`src/rtl/alu_seq_pkg.sv`:
```
// alu_seq_pkg: shared constants and types for the ALU command sequencer.
// The optional accumulator-chaining feature is enabled with ALU_SEQ_CHAIN_EN.
package alu_seq_pkg;

  localparam int unsigned DATA_W = 8;
  localparam int unsigned CTR_W  = 4;

  localparam logic [3:0] OP_ADD        = 4'b0000;
  localparam logic [3:0] OP_SUB        = 4'b0001;
  localparam logic [3:0] OP_AND        = 4'b0010;
  localparam logic [3:0] OP_OR         = 4'b0011;
  localparam logic [3:0] OP_XOR        = 4'b0100;
  localparam logic [3:0] OP_NOT        = 4'b0101;
  localparam logic [3:0] OP_SLL        = 4'b0110;
  localparam logic [3:0] OP_LAST_LEGAL = 4'b0110;

  typedef enum logic [1:0] {
    ST_IDLE  = 2'd0,
    ST_DRIVE = 2'd1,
    ST_RESP  = 2'd2
  } state_t;

  function automatic logic op_legal(input logic [3:0] op);
    return (op <= OP_LAST_LEGAL);
  endfunction

endpackage

```
`src/rtl/alu_seq_ctrl_if.sv`:
```
// alu_seq_ctrl_if: command and response channels of the ALU sequencer.
// master = command initiator / response consumer, slave = the sequencer.
interface alu_seq_ctrl_if;
  import alu_seq_pkg::*;

  logic              cmd_valid;
  logic              cmd_ready;
  logic [3:0]        cmd_op;
  logic [DATA_W-1:0] cmd_a;
  logic [DATA_W-1:0] cmd_b;
  logic              cmd_use_acc;

  logic              rsp_valid;
  logic              rsp_ready;
  logic [DATA_W-1:0] rsp_result;
  logic              rsp_zero;
  logic              rsp_carry;
  logic              rsp_illegal;

  modport master (
    output cmd_valid, cmd_op, cmd_a, cmd_b, cmd_use_acc, rsp_ready,
    input  cmd_ready, rsp_valid, rsp_result, rsp_zero, rsp_carry, rsp_illegal
  );

  modport slave (
    input  cmd_valid, cmd_op, cmd_a, cmd_b, cmd_use_acc, rsp_ready,
    output cmd_ready, rsp_valid, rsp_result, rsp_zero, rsp_carry, rsp_illegal
  );

endinterface

```
`src/rtl/alu_seq_settle_ctr.sv`:
```
// alu_seq_settle_ctr: loadable down-counter timing the ALU settle window.
// "last" is high while the count equals 1, i.e. on the final settle cycle.
module alu_seq_settle_ctr
  import alu_seq_pkg::*;
(
  input  logic             clk,
  input  logic             rst_n,
  input  logic             load,
  input  logic [CTR_W-1:0] load_val,
  input  logic             dec,
  output logic             last
);

  logic [CTR_W-1:0] count;

  // Load has priority; decrement stops at zero.
  always_ff @(posedge clk or negedge rst_n) begin
    if (!rst_n) begin
      count <= '0;
    end else if (load) begin
      count <= load_val;
    end else if (dec && (count != '0)) begin
      count <= count - CTR_W'(1);
    end
  end

  assign last = (count == CTR_W'(1));

endmodule

```
`src/rtl/alu_seq_ctrl.sv`:
```
// alu_seq_ctrl: one-at-a-time command sequencer in front of an external
// 8-bit combinational ALU, with an accumulator of the last legal result.
// Optional feature ALU_SEQ_CHAIN_EN: cmd_use_acc selects acc as operand A.
module alu_seq_ctrl
  import alu_seq_pkg::*;
#(
  parameter int unsigned SETTLE_CYCLES = 1
) (
  input  logic              clk,
  input  logic              rst_n,
  alu_seq_ctrl_if.slave     bus,
  output logic [DATA_W-1:0] alu_a,
  output logic [DATA_W-1:0] alu_b,
  output logic [3:0]        alu_op,
  input  logic [DATA_W-1:0] alu_result,
  input  logic              alu_zero,
  input  logic              alu_carry,
  output logic [DATA_W-1:0] acc
);

  localparam logic [CTR_W-1:0] SETTLE_LD = CTR_W'(SETTLE_CYCLES);

  state_t            state;
  state_t            state_nxt;
  logic              accept;
  logic              legal;
  logic              load_ops;
  logic              capture;
  logic              settle_last;
  logic [DATA_W-1:0] a_sel;

  assign accept   = bus.cmd_valid && (state == ST_IDLE);
  assign legal    = op_legal(bus.cmd_op);
  assign load_ops = accept && legal;
  assign capture  = (state == ST_DRIVE) && settle_last;

  assign bus.cmd_ready = (state == ST_IDLE);
  assign bus.rsp_valid = (state == ST_RESP);

  // Operand A source: command operand or, when chaining, the accumulator.
  always_comb begin
    a_sel = bus.cmd_a;
`ifdef ALU_SEQ_CHAIN_EN
    if (bus.cmd_use_acc) begin
      a_sel = acc;
    end
`endif
  end

  alu_seq_settle_ctr u_settle (
    .clk      (clk),
    .rst_n    (rst_n),
    .load     (load_ops),
    .load_val (SETTLE_LD),
    .dec      (state == ST_DRIVE),
    .last     (settle_last)
  );

  // FSM state register.
  always_ff @(posedge clk or negedge rst_n) begin
    if (!rst_n) begin
      state <= ST_IDLE;
    end else begin
      state <= state_nxt;
    end
  end

  // Next-state logic: illegal opcodes skip DRIVE and respond immediately.
  always_comb begin
    state_nxt = state;
    case (state)
      ST_IDLE:  if (accept)        state_nxt = legal ? ST_DRIVE : ST_RESP;
      ST_DRIVE: if (settle_last)   state_nxt = ST_RESP;
      ST_RESP:  if (bus.rsp_ready) state_nxt = ST_IDLE;
      default:                     state_nxt = ST_IDLE;
    endcase
  end

  // Operand registers, response capture and accumulator update.
  always_ff @(posedge clk or negedge rst_n) begin
    if (!rst_n) begin
      alu_a           <= '0;
      alu_b           <= '0;
      alu_op          <= '0;
      acc             <= '0;
      bus.rsp_result  <= '0;
      bus.rsp_zero    <= 1'b0;
      bus.rsp_carry   <= 1'b0;
      bus.rsp_illegal <= 1'b0;
    end else begin
      if (load_ops) begin
        alu_a  <= a_sel;
        alu_b  <= bus.cmd_b;
        alu_op <= bus.cmd_op;
      end
      if (accept && !legal) begin
        bus.rsp_result  <= '0;
        bus.rsp_zero    <= 1'b0;
        bus.rsp_carry   <= 1'b0;
        bus.rsp_illegal <= 1'b1;
      end
      if (capture) begin
        bus.rsp_result  <= alu_result;
        bus.rsp_zero    <= alu_zero;
        bus.rsp_carry   <= alu_carry;
        bus.rsp_illegal <= 1'b0;
        acc             <= alu_result;
      end
    end
  end

endmodule

```
`src/flat_wrapper.sv`:
```
// flat-port wrapper written by rule: the top's interface ports become plain ports
module alu_seq_ctrl_flat import alu_seq_pkg::*;
#(
  parameter int unsigned SETTLE_CYCLES = 1
)
  (clk, rst_n, alu_a, alu_b, alu_op, alu_result, alu_zero, alu_carry, acc, bus_cmd_valid, bus_cmd_op, bus_cmd_a, bus_cmd_b, bus_cmd_use_acc, bus_rsp_ready, bus_cmd_ready, bus_rsp_valid, bus_rsp_result, bus_rsp_zero, bus_rsp_carry, bus_rsp_illegal);
  alu_seq_ctrl_if bus_i ();
  input  logic clk;
  input  logic rst_n;
  output logic [DATA_W-1:0] alu_a;
  output logic [DATA_W-1:0] alu_b;
  output logic [3:0] alu_op;
  input  logic [DATA_W-1:0] alu_result;
  input  logic alu_zero;
  input  logic alu_carry;
  output logic [DATA_W-1:0] acc;
  input wire logic [$bits(bus_i.cmd_valid)-1:0] bus_cmd_valid;
  input wire logic [$bits(bus_i.cmd_op)-1:0] bus_cmd_op;
  input wire logic [$bits(bus_i.cmd_a)-1:0] bus_cmd_a;
  input wire logic [$bits(bus_i.cmd_b)-1:0] bus_cmd_b;
  input wire logic [$bits(bus_i.cmd_use_acc)-1:0] bus_cmd_use_acc;
  input wire logic [$bits(bus_i.rsp_ready)-1:0] bus_rsp_ready;
  output wire logic [$bits(bus_i.cmd_ready)-1:0] bus_cmd_ready;
  output wire logic [$bits(bus_i.rsp_valid)-1:0] bus_rsp_valid;
  output wire logic [$bits(bus_i.rsp_result)-1:0] bus_rsp_result;
  output wire logic [$bits(bus_i.rsp_zero)-1:0] bus_rsp_zero;
  output wire logic [$bits(bus_i.rsp_carry)-1:0] bus_rsp_carry;
  output wire logic [$bits(bus_i.rsp_illegal)-1:0] bus_rsp_illegal;
  assign bus_i.cmd_valid = bus_cmd_valid;
  assign bus_i.cmd_op = bus_cmd_op;
  assign bus_i.cmd_a = bus_cmd_a;
  assign bus_i.cmd_b = bus_cmd_b;
  assign bus_i.cmd_use_acc = bus_cmd_use_acc;
  assign bus_i.rsp_ready = bus_rsp_ready;
  assign bus_cmd_ready = bus_i.cmd_ready;
  assign bus_rsp_valid = bus_i.rsp_valid;
  assign bus_rsp_result = bus_i.rsp_result;
  assign bus_rsp_zero = bus_i.rsp_zero;
  assign bus_rsp_carry = bus_i.rsp_carry;
  assign bus_rsp_illegal = bus_i.rsp_illegal;
  alu_seq_ctrl #(.SETTLE_CYCLES(SETTLE_CYCLES)) u_core (.clk(clk), .rst_n(rst_n), .bus(bus_i), .alu_a(alu_a), .alu_b(alu_b), .alu_op(alu_op), .alu_result(alu_result), .alu_zero(alu_zero), .alu_carry(alu_carry), .acc(acc));
endmodule
```
`config.mk`:
```
export PLATFORM = sky130hd
export DESIGN_NAME = alu_seq_ctrl_flat
export DESIGN_NICKNAME = d
export VERILOG_FILES = /design/src/rtl/alu_seq_pkg.sv /design/src/rtl/alu_seq_ctrl_if.sv /design/src/rtl/alu_seq_settle_ctr.sv /design/src/rtl/alu_seq_ctrl.sv /design/src/flat_wrapper.sv
export SDC_FILE = /design/constraint.sdc
export NUM_CORES = 1
export LEC_CHECK = 0
export CORE_UTILIZATION = 38
export DETAILED_ROUTE_END_ITERATION = 8
export PLACE_DENSITY = 0.75
export SYNTH_ARGS = -nofsm -noshare
export SYNTH_HDL_FRONTEND = slang
export SYNTH_SLANG_ARGS = --single-unit
```
`constraint.sdc`:
```
create_clock -name clk -period 1.8 [get_ports clk]
set_input_delay 0.27 -clock clk [delete_from_list [all_inputs] [get_ports clk]]
set_output_delay 0.27 -clock clk [all_outputs]
set_load 0.005 [all_outputs]
```
# ---- After elaboration in Yosys (flattened, before gate mapping)
# Cells that the tools add are included.
dict set report classes {
  n_addsub 1
  order_cmp 1
  eq_ne 6
  n_mux 14
  n_reduce_logical 11
}
# cell count
set op_table {}
lappend op_table {{$mux 8} 2}
lappend op_table {{$mux 2} 4}
lappend op_table {{$mux 4} 2}
lappend op_table {{$pmux 2 s3} 1}
lappend op_table {{$logic_and 1x1->1} 5}
lappend op_table {{$mux 1} 5}
lappend op_table {{$eq 4x1->1 const B} 1}
lappend op_table {{$le 4x3->1 const B} 1}
lappend op_table {{$ne 2x1->1 const B} 2}
lappend op_table {{$reduce_bool 2->1} 2}
lappend op_table {{$reduce_bool 4->1} 1}
lappend op_table {{$sub 4x1->4 const B} 1}
lappend op_table {{$reduce_and 3->1} 1}
lappend op_table {{$eq 2x1->1 const B} 1}
lappend op_table {{$eq 2x2->1 const B} 1}
lappend op_table {{$logic_not 2->1} 1}
lappend op_table {{$ne 2x2->1 const B} 1}
lappend op_table {{$logic_not 1->1} 1}
dict set report totals {
  regBits 45
  inputBits 35
  output_inout_bits 41
  elab_cells 43
}

# ---- Logic depth before layout (Yosys ltp)
dict set report logic_depth {
  ltp_word 5
  ltp_mapped 7
  depth_no_buf 5
}

# ---- Modules after synthesis
# From an unflattened synthesis, not the netlist that was laid out.
dict set report hier_totals {
  cells_unflattened 160
  hier_area_um2 1951.9
}
# module n_inst cells_per_inst area_each_um2 seq_area_each_um2
set by_module_without_submodules {}
lappend by_module_without_submodules {alu_seq_ctrl 1 131 1669.1 1026.0}
lappend by_module_without_submodules {alu_seq_settle_ctr 1 29 282.8 100.1}

# ---- Worst setup path after synthesis
# Ideal clock, no wire load.
dict set report synth_timing {
  path_type {register to register}
  from {register u_core.u_settle.count[1]}
  to {register u_core.acc[1]}
  setup_time_ns 0.125
  arrival_ns 1.557
  required_ns 1.675
  slack_ns 0.118
  stages_incl_launch_ff 7
  n_path_buf 1
  period_less_slack_ns 1.682
  path_cell_list {dfrtp_1 -> inv_1 -> ha_1 -> or3b_1 -> buf_6 -> nor2_8 -> mux2_2}
}
dict set report synth_between {
  elab_chain_len 2
}
# item line
set synth_lines {}
lappend synth_lines {{from (decl)} alu_seq_settle_ctr.sv:14} ;# logic [CTR_W-1:0] count;
lappend synth_lines {{from (signal assigned)} alu_seq_settle_ctr.sv:21} ;# count <= load_val;
lappend synth_lines {{from (signal assigned)} alu_seq_settle_ctr.sv:23} ;# count <= count - CTR_W'(1);
lappend synth_lines {{$eq 4x1->1} alu_seq_settle_ctr.sv:27} ;# assign last = (count == CTR_W'(1));
lappend synth_lines {{$logic_and 1x1->1} alu_seq_ctrl.sv:35} ;# assign capture = (state == ST_DRIVE) && settle_last;
lappend synth_lines {{to (signal assigned)} alu_seq_ctrl.sv:107} ;# acc <= alu_result;
lappend synth_lines {{to (decl)} alu_seq_ctrl.sv:18} ;# output logic [DATA_W-1:0] acc
# Every way passes these cells.
# A chain may end at the register's enable or synchronous reset.

# ---- Worst setup path after layout
dict set report layout_timing {
  from {register u_core.u_settle.count[1]}
  to {register u_core.acc[3]}
}
# The elaborated chain is that of the path after synthesis.

==> results.sh <==
export IMPL_drtAntennaViolNets=0
export IMPL_clock_latency_ps=290
export IMPL_fp_dieH_um=72.07
export IMPL_first_pass_iters=6
export IMPL_worstPathMaxFanout=8
export IMPL_syn_area_mm2=0.001866
export IMPL_crit_end="u_core.acc[3]"
export IMPL_seq_area_frac_synth=0.6036
export IMPL_grt_pass1_vias=1440
export IMPL_placed_area_mm2=0.002754
export IMPL_n_antenna_cell=0
export IMPL_cp_start_kind="register"
export IMPL_syn_nets=165
export IMPL_synth_enable_flop_cells=0
export IMPL_maxCapViolCount=0
export IMPL_cp_startpoint="u_core.u_settle.count[1]"
export IMPL_worstSetupPathType="register to register"
export IMPL_drv_slew=0
export IMPL_endpoint_kind="register"
export IMPL_ys_flop_type="dfrtp_1"
export IMPL_synthCells=128
export IMPL_wire_per_inst_um=13.62
export IMPL_synth_compound_area_share=0.09859
export IMPL_r2r_setup_slack_ps=80
export IMPL_die_w_um=72.07
export IMPL_setup_viol=0
export IMPL_drive_gt1_frac=0.2568
export IMPL_ios=76
export IMPL_rsz0062_at_grt="true"
export IMPL_reg2reg_depth=5
export IMPL_status="complete, no violations"
export IMPL_cp_data_arrival_time_ps=1890
export IMPL_async_reset_ff_frac=1.000
export IMPL_hp_class="input port to async pin"
export IMPL_yosys_area_share_simple=0.08182
export IMPL_r2r_end="u_core.acc[3]"
export IMPL_cts_buffers=5
export IMPL_slew_headroom=0.6514
export IMPL_htree_levels=2
export IMPL_antenna_found_initial=0
export IMPL_yosys_area_share_xor_xnor=0
export IMPL_clk_pin_slew_worst_paths_ps=80
export IMPL_fp_row_count=25
export IMPL_worstReg2RegStart="u_core.u_settle.count[1]"
export IMPL_gp_congestion=0.7788
export IMPL_synth_top_family_by_area="multiplexers"
export IMPL_setup_slack_ps=77.81
export IMPL_cts_root_buf="clkbuf_8"
export IMPL_worstPathRequired_ps=1970
export IMPL_cts_sinks=45
export IMPL_synthAdderAreaFrac=0.01341
export IMPL_synth_avg_cell_area_um2=14.57
export IMPL_drt_vias_per_instance=4.827
export IMPL_peakVddDrop_mv=0.6892
export IMPL_cellPowerDensity_mw_per_mm2=1477
export IMPL_yosys_warnings=0
export IMPL_synth_cell_types=31
export IMPL_worst_pin_slew_ps=522.9
export IMPL_layout_nets=258
export IMPL_drc_errors=0
export IMPL_io_buffers=74
export IMPL_grt_pass1_wl_um=6775
export IMPL_cts_tree="done"
export IMPL_fmax_mhz=580.7
export IMPL_grt_use_total=0.1690
export IMPL_leakage_nw=1.245
export IMPL_final_area_mm2=0.002870
export IMPL_grt_overflow=0
export IMPL_vias=1395
export IMPL_hold_viol=0
export IMPL_postCtsSetupBuffers=0
export IMPL_finClkSkew_ps=6.216
export IMPL_area_growth_pct=53.86
export IMPL_clockBufferDepth=2
export IMPL_period_needed_ps=1722
export IMPL_grt_max_degree=25
export IMPL_drtIter0Drc=37
export IMPL_initial_utilization=0.3950
export IMPL_fin_crit_sh=0.9568
export IMPL_ys_seq_elements=45
export IMPL_drt_total_wl_um=3935
export IMPL_pre_cts_slack_ps=-14.36
export IMPL_dieArea_mm2=0.005193
export IMPL_muxShareOfSynthArea=0.1683
export IMPL_core_area_mm2=0.004723
export IMPL_dp_hpwl_um=2995
what timing repair did:
item,CTS,global route
hold endpoints to repair,21,0
hold buffers,1,0
pin swaps,1,0
gates resized for setup,1,3
setup endpoints to repair,7,2
cloned,1,0
per-layer routing:
| metal | track usage | vias to the layer above | share of wire |
|---|---|---|---|
| met3 | 0.03889 | 10 | 0.046 |
| met2 | 0.2669 | 48 | 0.47 |
| met4 | 0.07190 | 0 | 0.028 |
| li1 | - | 651 | - |
| met5 | 0 | - | 0 |
| met1 | 0.2248 | 686 | 0.45 |
worst min-delay path by stage:
stage                               start                        to  slack (ps)  cells after the start
after global placement              rst_n  u_core.bus.rsp_result[0]         270                      1
final                               rst_n  u_core.bus.rsp_result[0]         480                      2
after global routing      u_core.alu_b[6]           u_core.alu_b[6]         500                      1
after floorplan                     rst_n             u_core.acc[0]         -30                      0
after CTS                           rst_n  u_core.bus.rsp_result[5]         490                      2
after detailed placement            rst_n  u_core.bus.rsp_result[5]         270                      1
cell usage in the layout (no fill, tap or decap), types with 2 or more instances in the layout:
cell,instances
a31o_2,2
clkdlybuf4s50_1,73
o2bb2ai_1,2
nor2_1,4
nand3_1,3
a221oi_1,2
mux2_2,23
a21oi_1,3
buf_4,13
clkbuf_1,3
clkbuf_8,5
or3b_2,2
ha_1,2
o21ai_0,5
mux2_1,3
inv_1,4
dfrtp_1,44
a22o_1,8
stage by stage:
stage	cells	utilization	hold WS [ps]	TNS, ps	total power [mW]
floorplan	128	-	-25.59	0	2.512
global placement	279	0.5830	271.5	0	3.574
detailed placement	279	0.5830	273.7	-25.28	3.624
CTS	289	0.6050	490.5	0	4.271
global route	289	0.6077	501.2	-0.3637	4.540
finish	289	0.6077	480.0	0	4.239
flip-flops by register name, summed over array words and instances, names as in the netlist:
signal and count:
u_core.acc 8, u_core.alu_a 8, u_core.alu_b 8, u_core.bus.rsp_result 8, u_core.alu_op 4, u_core.u_settle.count 4
u_core.state 2, u_core.bus.rsp_carry 1, u_core.bus.rsp_illegal 1, u_core.bus.rsp_zero 1
final cells by class:
type / count / area, um2
fill: 403 / 1853
clock buffer: 8 / 80.08
tap: 67 / 83.83
sequential: 45 / 1127
inverter: 4 / 15.01
multi-input combinational: 76 / 700.7
timing repair buffer: 89 / 863.3
power by group:
group / total [mW] / leakage (nW) / internal (mW) / switching [mW]
Clock: 0.587 / 0.0395 / 0.276 / 0.311
Sequential: 1.69 / 0.556 / 1.44 / 0.254
Combinational: 1.96 / 0.649 / 1.30 / 0.655
cell families after synthesis:
| kind of cell | after synthesis |
|---|---|
| AOI/OAI and AO/OA | 24 |
| adders and majority gates | 2 |
| buffers and inverters | 8 |
| DFF | 45 |
| muxes | 28 |
| and+or+nand+nor | 21 |
critical path: stages, from the launching register on:
cell and delay (ps):
dfrtp_1 390, inv_1 80, ha_1 140, or3b_4 450
nor2_8 190, mux2_2 360
synthesized netlist by cell type (2+ instances only):
library cell,instances,area [um2]
dfrtp_1,45,1126
mux2_2,24,270.3
a22o_1,8,70.07
o21ai_0,5,25.02
inv_1,4,15.01
nor2_1,4,15.01
a21oi_1,3,15.01
buf_6,3,33.78
mux2_1,3,33.78
nand3_1,3,15.01
a221oi_1,2,17.52
a31o_2,2,17.52
ha_1,2,25.02
o2bb2ai_1,2,17.52
or3b_2,2,17.52
No activity file was read; power rests on OpenSTA's default activity.
